--- src/rtl/pulse_train_gen.sv ---
`default_nettype none
// +----------------------------------------------------------------------------+
// | Module      : pulse_train_gen                                              |
// | Description : Expands a one-cycle start trigger into a train of N pulses,  |
// |               each high for max(H,1) clocks, separated by max(L,1) clocks. |
// | Revision    : 1.0 - initial release                                        |
// +----------------------------------------------------------------------------+
module pulse_train_gen #(
    parameter int TW = 8,
    parameter int NW = 8
) (
    input  logic          clk,
    input  logic          rst_n,
    input  logic          start,
    input  logic [TW-1:0] high_cycles,
    input  logic [TW-1:0] low_cycles,
    input  logic [NW-1:0] num_pulses,
    output logic          out,
    output logic          busy,
    output logic          done
);

    localparam logic [1:0] c_ST_IDLE = 2'd0;
    localparam logic [1:0] c_ST_HIGH = 2'd1;
    localparam logic [1:0] c_ST_LOW  = 2'd2;

    logic [1:0]    r_state;
    logic [TW-1:0] r_cnt_t;
    logic [TW-1:0] r_high_load;
    logic [TW-1:0] r_low_load;
    logic [NW-1:0] r_cnt_n;
    logic          r_out;
    logic          r_busy;
    logic          r_done;

    logic [TW-1:0] w_high_load;
    logic [TW-1:0] w_low_load;

    // A zero duration behaves as one cycle, so both 0 and 1 load a count of 0.
    assign w_high_load = (high_cycles == '0) ? '0 : high_cycles - TW'(1);
    assign w_low_load  = (low_cycles  == '0) ? '0 : low_cycles  - TW'(1);

    always_ff @(posedge clk) begin
        if (!rst_n) begin
            r_state     <= c_ST_IDLE;
            r_cnt_t     <= '0;
            r_cnt_n     <= '0;
            r_high_load <= '0;
            r_low_load  <= '0;
            r_out       <= 1'b0;
            r_busy      <= 1'b0;
            r_done      <= 1'b0;
        end else begin
            r_done <= 1'b0;
            case (r_state)
                c_ST_IDLE: begin
                    r_out  <= 1'b0;
                    r_busy <= 1'b0;
                    if (start) begin
                        r_high_load <= w_high_load;
                        r_low_load  <= w_low_load;
                        if (num_pulses != '0) begin
                            r_state <= c_ST_HIGH;
                            r_cnt_t <= w_high_load;
                            // r_cnt_n counts pulses still to come after this one
                            r_cnt_n <= num_pulses - NW'(1);
                            r_out   <= 1'b1;
                            r_busy  <= 1'b1;
                        end else begin
                            r_done <= 1'b1;
                        end
                    end
                end

                c_ST_HIGH: begin
                    if (r_cnt_t != '0) begin
                        r_cnt_t <= r_cnt_t - TW'(1);
                    end else if (r_cnt_n != '0) begin
                        r_state <= c_ST_LOW;
                        r_cnt_t <= r_low_load;
                        r_out   <= 1'b0;
                    end else begin
                        r_state <= c_ST_IDLE;
                        r_out   <= 1'b0;
                        r_busy  <= 1'b0;
                        r_done  <= 1'b1;
                    end
                end

                c_ST_LOW: begin
                    if (r_cnt_t != '0) begin
                        r_cnt_t <= r_cnt_t - TW'(1);
                    end else begin
                        r_state <= c_ST_HIGH;
                        r_cnt_t <= r_high_load;
                        r_cnt_n <= r_cnt_n - NW'(1);
                        r_out   <= 1'b1;
                    end
                end

                default: begin
                    r_state <= c_ST_IDLE;
                    r_out   <= 1'b0;
                    r_busy  <= 1'b0;
                end
            endcase
        end
    end

    assign out  = r_out;
    assign busy = r_busy;
    assign done = r_done;

endmodule
`default_nettype wire

--- config.mk ---
export PLATFORM = sky130hd
export DESIGN_NAME = pulse_train_gen
export DESIGN_NICKNAME = d
export VERILOG_FILES = /design/src/rtl/pulse_train_gen.sv
export SDC_FILE = /design/constraint.sdc
export NUM_CORES = 1
export LEC_CHECK = 0
export BUFFER_PORTS_ARGS = -buffer_cell sky130_fd_sc_hd__buf_4
export CAP_MARGIN = 20
export CORE_MARGIN = 5
export CORE_UTILIZATION = 30
export CTS_CLUSTER_SIZE = 16
export DETAILED_ROUTE_END_ITERATION = 12
export SLEW_MARGIN = 10
export SYNTH_ARGS = -nofsm -noshare
export SYNTH_HDL_FRONTEND = slang
export SYNTH_SLANG_ARGS = --single-unit
--- constraint.sdc ---
create_clock -name clk -period 3.35 [get_ports clk]
set_input_delay 0.8375 -clock clk [delete_from_list [all_inputs] [get_ports clk]]
set_output_delay 0.8375 -clock clk [all_outputs]
set_load 0.05 [all_outputs]
* After elaboration in Yosys (flattened, before gate mapping) *
Index checks and enable logic that the tools add are counted.

storage, ports and cells
  word-level logic and storage cells = 67
  register bits = 37
  input port bits = 27
  output and inout bits = 3

cells by class
  mux-type cells = 31
  add/sub/neg operators = 5
  reductions and logical operators = 14
  eq/ne operators = 8
  bitwise operators = 1

operators with widths
  cell                                                                   count
  8-bit two-way mux                                                      10
  8-bit by 1-bit subtractor with 8-bit output, second input constant     5
  8-bit one-hot mux with 3 select lines                                  1
  8-bit nonzero test                                                     3
  8-bit zero test                                                        2
  8-bit one-hot mux with 2 select lines                                  1
  4-bit AND reduction                                                    3
  1-bit two-way mux                                                      10
  2-bit two-way mux                                                      5
  2-bit inequality test, second input constant                           5
  1-bit one-hot mux with 3 select lines                                  2
  2-bit one-hot mux with 3 select lines                                  1
  2-bit AND reduction                                                    2
  3-bit inequality test, second input constant                           1
  3-bit AND reduction                                                    1
  3-bit nonzero test                                                     1
  2-bit by 1-bit equality test with 1-bit output, second input constant  1
  2-bit equality test, second input constant                             1
  2-bit zero test                                                        1
  1-bit one-hot mux with 2 select lines                                  1
  2-bit nonzero test                                                     1
  1-bit NOT                                                              1

* Logic depth before layout (Yosys ltp) *
  depth in word-level cells = 5
  mapped depth = 11

* Worst setup path before layout *
Ideal clock, no wire load.

  path type = reg-to-reg
  from = register r_state[0]
  to = register r_cnt_n[6]
  cell stages (with the launch flop) = 12
  path buffers = 3
  arrival = 2.358 ns
  setup slack = 0.877 ns
  library setup time = 0.115 ns
  clock period less this slack = 2.473 ns
  cell sequence = dfxtp_1 -> inv_1 -> ha_1 -> clkbuf_1 -> clkbuf_1 -> clkbuf_1 -> mux2i_1 -> ha_1 -> o211ai_1 -> mux2i_1 -> a21boi_0 -> o21a_1

on the way
  word-level cells in the longest chain between the ends = 3
  elaborated cells between the ends (all ways) = 8

RTL lines
  what                                                                          line  source
  start, declared                                                               27    logic [1:0] r_state;
  start signal, assigned                                                        45    r_state <= c_ST_IDLE;
  start signal, assigned                                                        63    r_state <= c_ST_HIGH;
  start signal, assigned                                                        79    r_state <= c_ST_LOW;
  2-bit equality test / 2-bit zero test (equally long branches)                 55    case (r_state)
  2-bit inequality test (no line) / 2-bit nonzero test (equally long branches)  --
  4-bit AND reduction (no line)                                                 --
  end signal, assigned                                                          66    r_cnt_n <= num_pulses - NW'(1);
  end signal, assigned                                                          96    r_cnt_n <= r_cnt_n - NW'(1);
  end, declared                                                                 31    logic [NW-1:0] r_cnt_n;

Parallel ways exist; a longest one is shown, timed or not.
A chain may end at the register's enable or synchronous reset.

* Worst setup path after layout *
Ends and elaborated chain as after synthesis.

==> flow_summary.yaml <==
routing:
  wl_met3_um: 296
  wl_mm: 6.26
  dr_wl_met2_mm: 2.83
  routed_via_density: 5.38
  wl_per_cell_um: 14.2
  routed.top_layer: "met4"
  ant_nets: 0
  first_iter_violations: 120
  drcViolationCount: 0
  met1_length_mm: 3.03
  first_pass_iters: 4
  vias: 2374
cts:
  cts_tree: "yes"
  cts_made_buffers: 5
  clk_latency_ns: 0.29
  htreeDepth: 2
  postCtsHoldBufs: 0
  clock-root-buffer: "clkbuf_8"
  cts_buffer_depth: 2
  clk_pin_slew_ns: 0.08
  cts_sinks: 37
  post-cts-setup-buffers: 0
  cts_resized: 0
placed_design:
  io_buffer_count: 29
  gp_congestion: 0.868
  dp_hpwl_mm: 4.77
worst_setup_path:
  crit_path_start_kind: "flip-flop"
  crit_required_ns: 3.53
  worstSetupEndpointType: "flip-flop"
  crit_path_cell_trace: "inv_1 > ha_1 > buf_4 > mux2i_1 > o211ai_1 > mux2i_1 > a21boi_0 > o21a_1"
  path_class: "reg2reg"
  crit_path_max_fanout: 19
  critPathArrivalTime_ns: 2.73
  cp_slowest_cell: "ha_1"
  crit_top_cell: "mux2i_1"
  critPathMaxStageDelay_ns: 0.61
floorplan:
  core_area_um2: 8300
  dieHeight_um: 103
  rows: 33
  io_pins: 30
  start_util_pct: 31.0
  die_width_um: 103
  die_area_um2: 10500
cells_and_area:
  final_common_cell: "nor2_1"
  drive_above_1_share_pct: 14.9
  syn_to_final_growth_pct: 15.3
  nets: 373
  final_cell_mix: "nor2_1 (38), dfxtp_1 (37), buf_4 (31), o21ai_0 (19), a21oi_1 (18)"
  antennaDiodeCount: 0
grt:
  grt_remaining_overflow: 0
  grt_pass1_wl_mm: 10.9
  grt_pass1_vias: 2199
  antenna_found_initial: 0
  grt_max_degree: 31
  grtUsageTotal_pct: 12.6
timing:
  finalCriticalPeriod_ns: 2.55
  hold_viol: 0
  max_freq_mhz: 392
  skew_ns: 0.00822
  hold_slack_ns: 0.459
  timing.final.crit_share_pct: 76.1
  setup_tns_ns: 0
  rsz0062_at_grt: "no"
  slew_viol_final: 0
  setup_viol: 0
  slew_headroom_pct: 30.7
  worstMarginPinSlew_ns: 1.04
synth:
  ys_seq_area_share_pct: 28.8
  dominantRegCellSynth: "dfxtp_1"
  yosys_warnings: 0
  ys_async_sr_fraction_pct: 0
  ys_types: 56
  postSynthCellCount: 316
  avgSynthCellArea_um2: 8.15
  ys_ff_latch: 37
  synth_edf_count: 0
  synth_nets: 354
  synth_area_um2: 2570
power_and_ir_drop:
  power.leakage_nw: 1.12
  powerDensity_nw_per_um2: 783
  ir_worst_vdd_v: 0.000301
run_status:
  outcome: "finished, final reports clean"
hold_path:
  hold_path_class: "reg2reg"
job:
  maxCapViolations: 0
==> Yosys cell counts (2+ instances only) <==
| cell | count | area [um^2] |
|---|---|---|
| nor2b_1 | 4 | 25.0 |
| o21ai_0 | 19 | 95.1 |
| nor4b_1 | 3 | 26.3 |
| nand2_1 | 15 | 56.3 |
| nor4_1 | 5 | 31.3 |
| nor3b_1 | 2 | 15.0 |
| o31a_1 | 3 | 26.3 |
| nand2b_1 | 3 | 18.8 |
| xnor2_1 | 11 | 96.3 |
| a221o_1 | 5 | 50.1 |
| a22oi_1 | 10 | 75.1 |
| a311oi_2 | 2 | 30.0 |
| ha_1 | 11 | 138 |
| a311oi_1 | 3 | 26.3 |
| xor2_1 | 5 | 43.8 |
| dfxtp_1 | 37 | 741 |
| or3_1 | 11 | 68.8 |
| a21oi_1 | 18 | 90.1 |
| a2111oi_0 | 2 | 17.5 |
| or4_1 | 4 | 30.0 |
| a31oi_1 | 5 | 31.3 |
| o31ai_1 | 5 | 37.5 |
| inv_1 | 15 | 56.3 |
| clkbuf_1 | 15 | 56.3 |
| a211oi_1 | 5 | 37.5 |
| a21boi_0 | 4 | 30.0 |
| nor3_1 | 13 | 65.1 |
| buf_6 | 2 | 22.5 |
| o21a_1 | 2 | 15.0 |
| and3_1 | 3 | 18.8 |
| nor2_1 | 38 | 143 |
| nand3b_1 | 3 | 22.5 |
| mux2i_1 | 9 | 90.1 |
| o211ai_1 | 2 | 15.0 |
==> cells by family (layout without fill, tap and decap cells) <==
kind of cell               after synthesis  count (layout)  synth area share [%]
and+or+nand+nor                        114             114                  24.1
AOI/OAI and AO/OA                       94              94                  27.0
DFF                                     37              37                  28.8
buffers and inverters                   35              55                  5.88
xor gates and xnor gates                16              16                  5.44
adders and majority gates               11              11                  5.34
muxes                                    9               9                  3.50
==> metal layers <==
| layer | GRT usage, % | vias up |
|---|---|---|
| met1 | 18.5 | 1097 |
| met2 | 18.9 | 62 |
| met5 | 0 | - |
| li1 | - | 1207 |
| met4 | 3.73 | 0 |
| met3 | 2.10 | 8 |
==> per-stage QoR <==
stage	std cells	area (um^2)	power (mW)	setup WS [ns]	util, %
finish	441	2970	2.32	0.801	35.8
floorplan	316	2570	1.67	0.877	-
CTS	441	2970	2.32	0.803	35.8
global route	441	2970	2.51	0.580	35.8
global placement	433	2850	1.90	0.650	34.3
detailed placement	433	2850	1.91	0.630	34.3
==> power breakdown <==
group | switching (mW) | internal (mW)
clock network | 0.170 | 0.242
logic | 0.737 | 0.478
registers | 0.129 | 0.569
==> worst max-delay path, delay by kind of cell (launching register included) <==
family                     cells  cell delay, ns
DFF                            1            0.34
muxes                          2            0.54
buffers and inverters          2            0.41
adders and majority gates      1            0.61
AOI/OAI and AO/OA              3            0.52
==> final timing paths <==
kind / startpoint / end / slack [ns] / depth (start not counted)
worst max-delay path: r_state[0]$_SDFFE_PN0P_ / r_cnt_n[6]$_SDFFE_PN0P_ / 0.80 / 8
worst min register to register: r_high_load[3]$_SDFFE_PN0P_ / r_high_load[3]$_SDFFE_PN0P_ / 0.46 / 2
worst max register to register: r_state[0]$_SDFFE_PN0P_ / r_cnt_n[6]$_SDFFE_PN0P_ / 0.80 / 8
worst min-delay path: r_high_load[3]$_SDFFE_PN0P_ / r_high_load[3]$_SDFFE_PN0P_ / 0.46 / 2
==> cell type report <==
cell class / count / area (um^2)
clock buffer: 6 / 82.6
clock inverter: 2 / 37.5
fill: 857 / 5330
inverter: 16 / 60.1
multi-input combinational: 244 / 1680
sequential: 37 / 741
tap: 105 / 131
timing repair buffer: 31 / 233
==> registers in the layout (all words and copies together) (netlist names) <==
| signal | count |
|---|---|
| r_low_load | 8 |
| r_high_load | 8 |
| r_cnt_t | 8 |
| done | 1 |
| r_cnt_n | 8 |
| r_state | 2 |
| out | 1 |
| busy | 1 |
(Power assumes the default switching activity.)
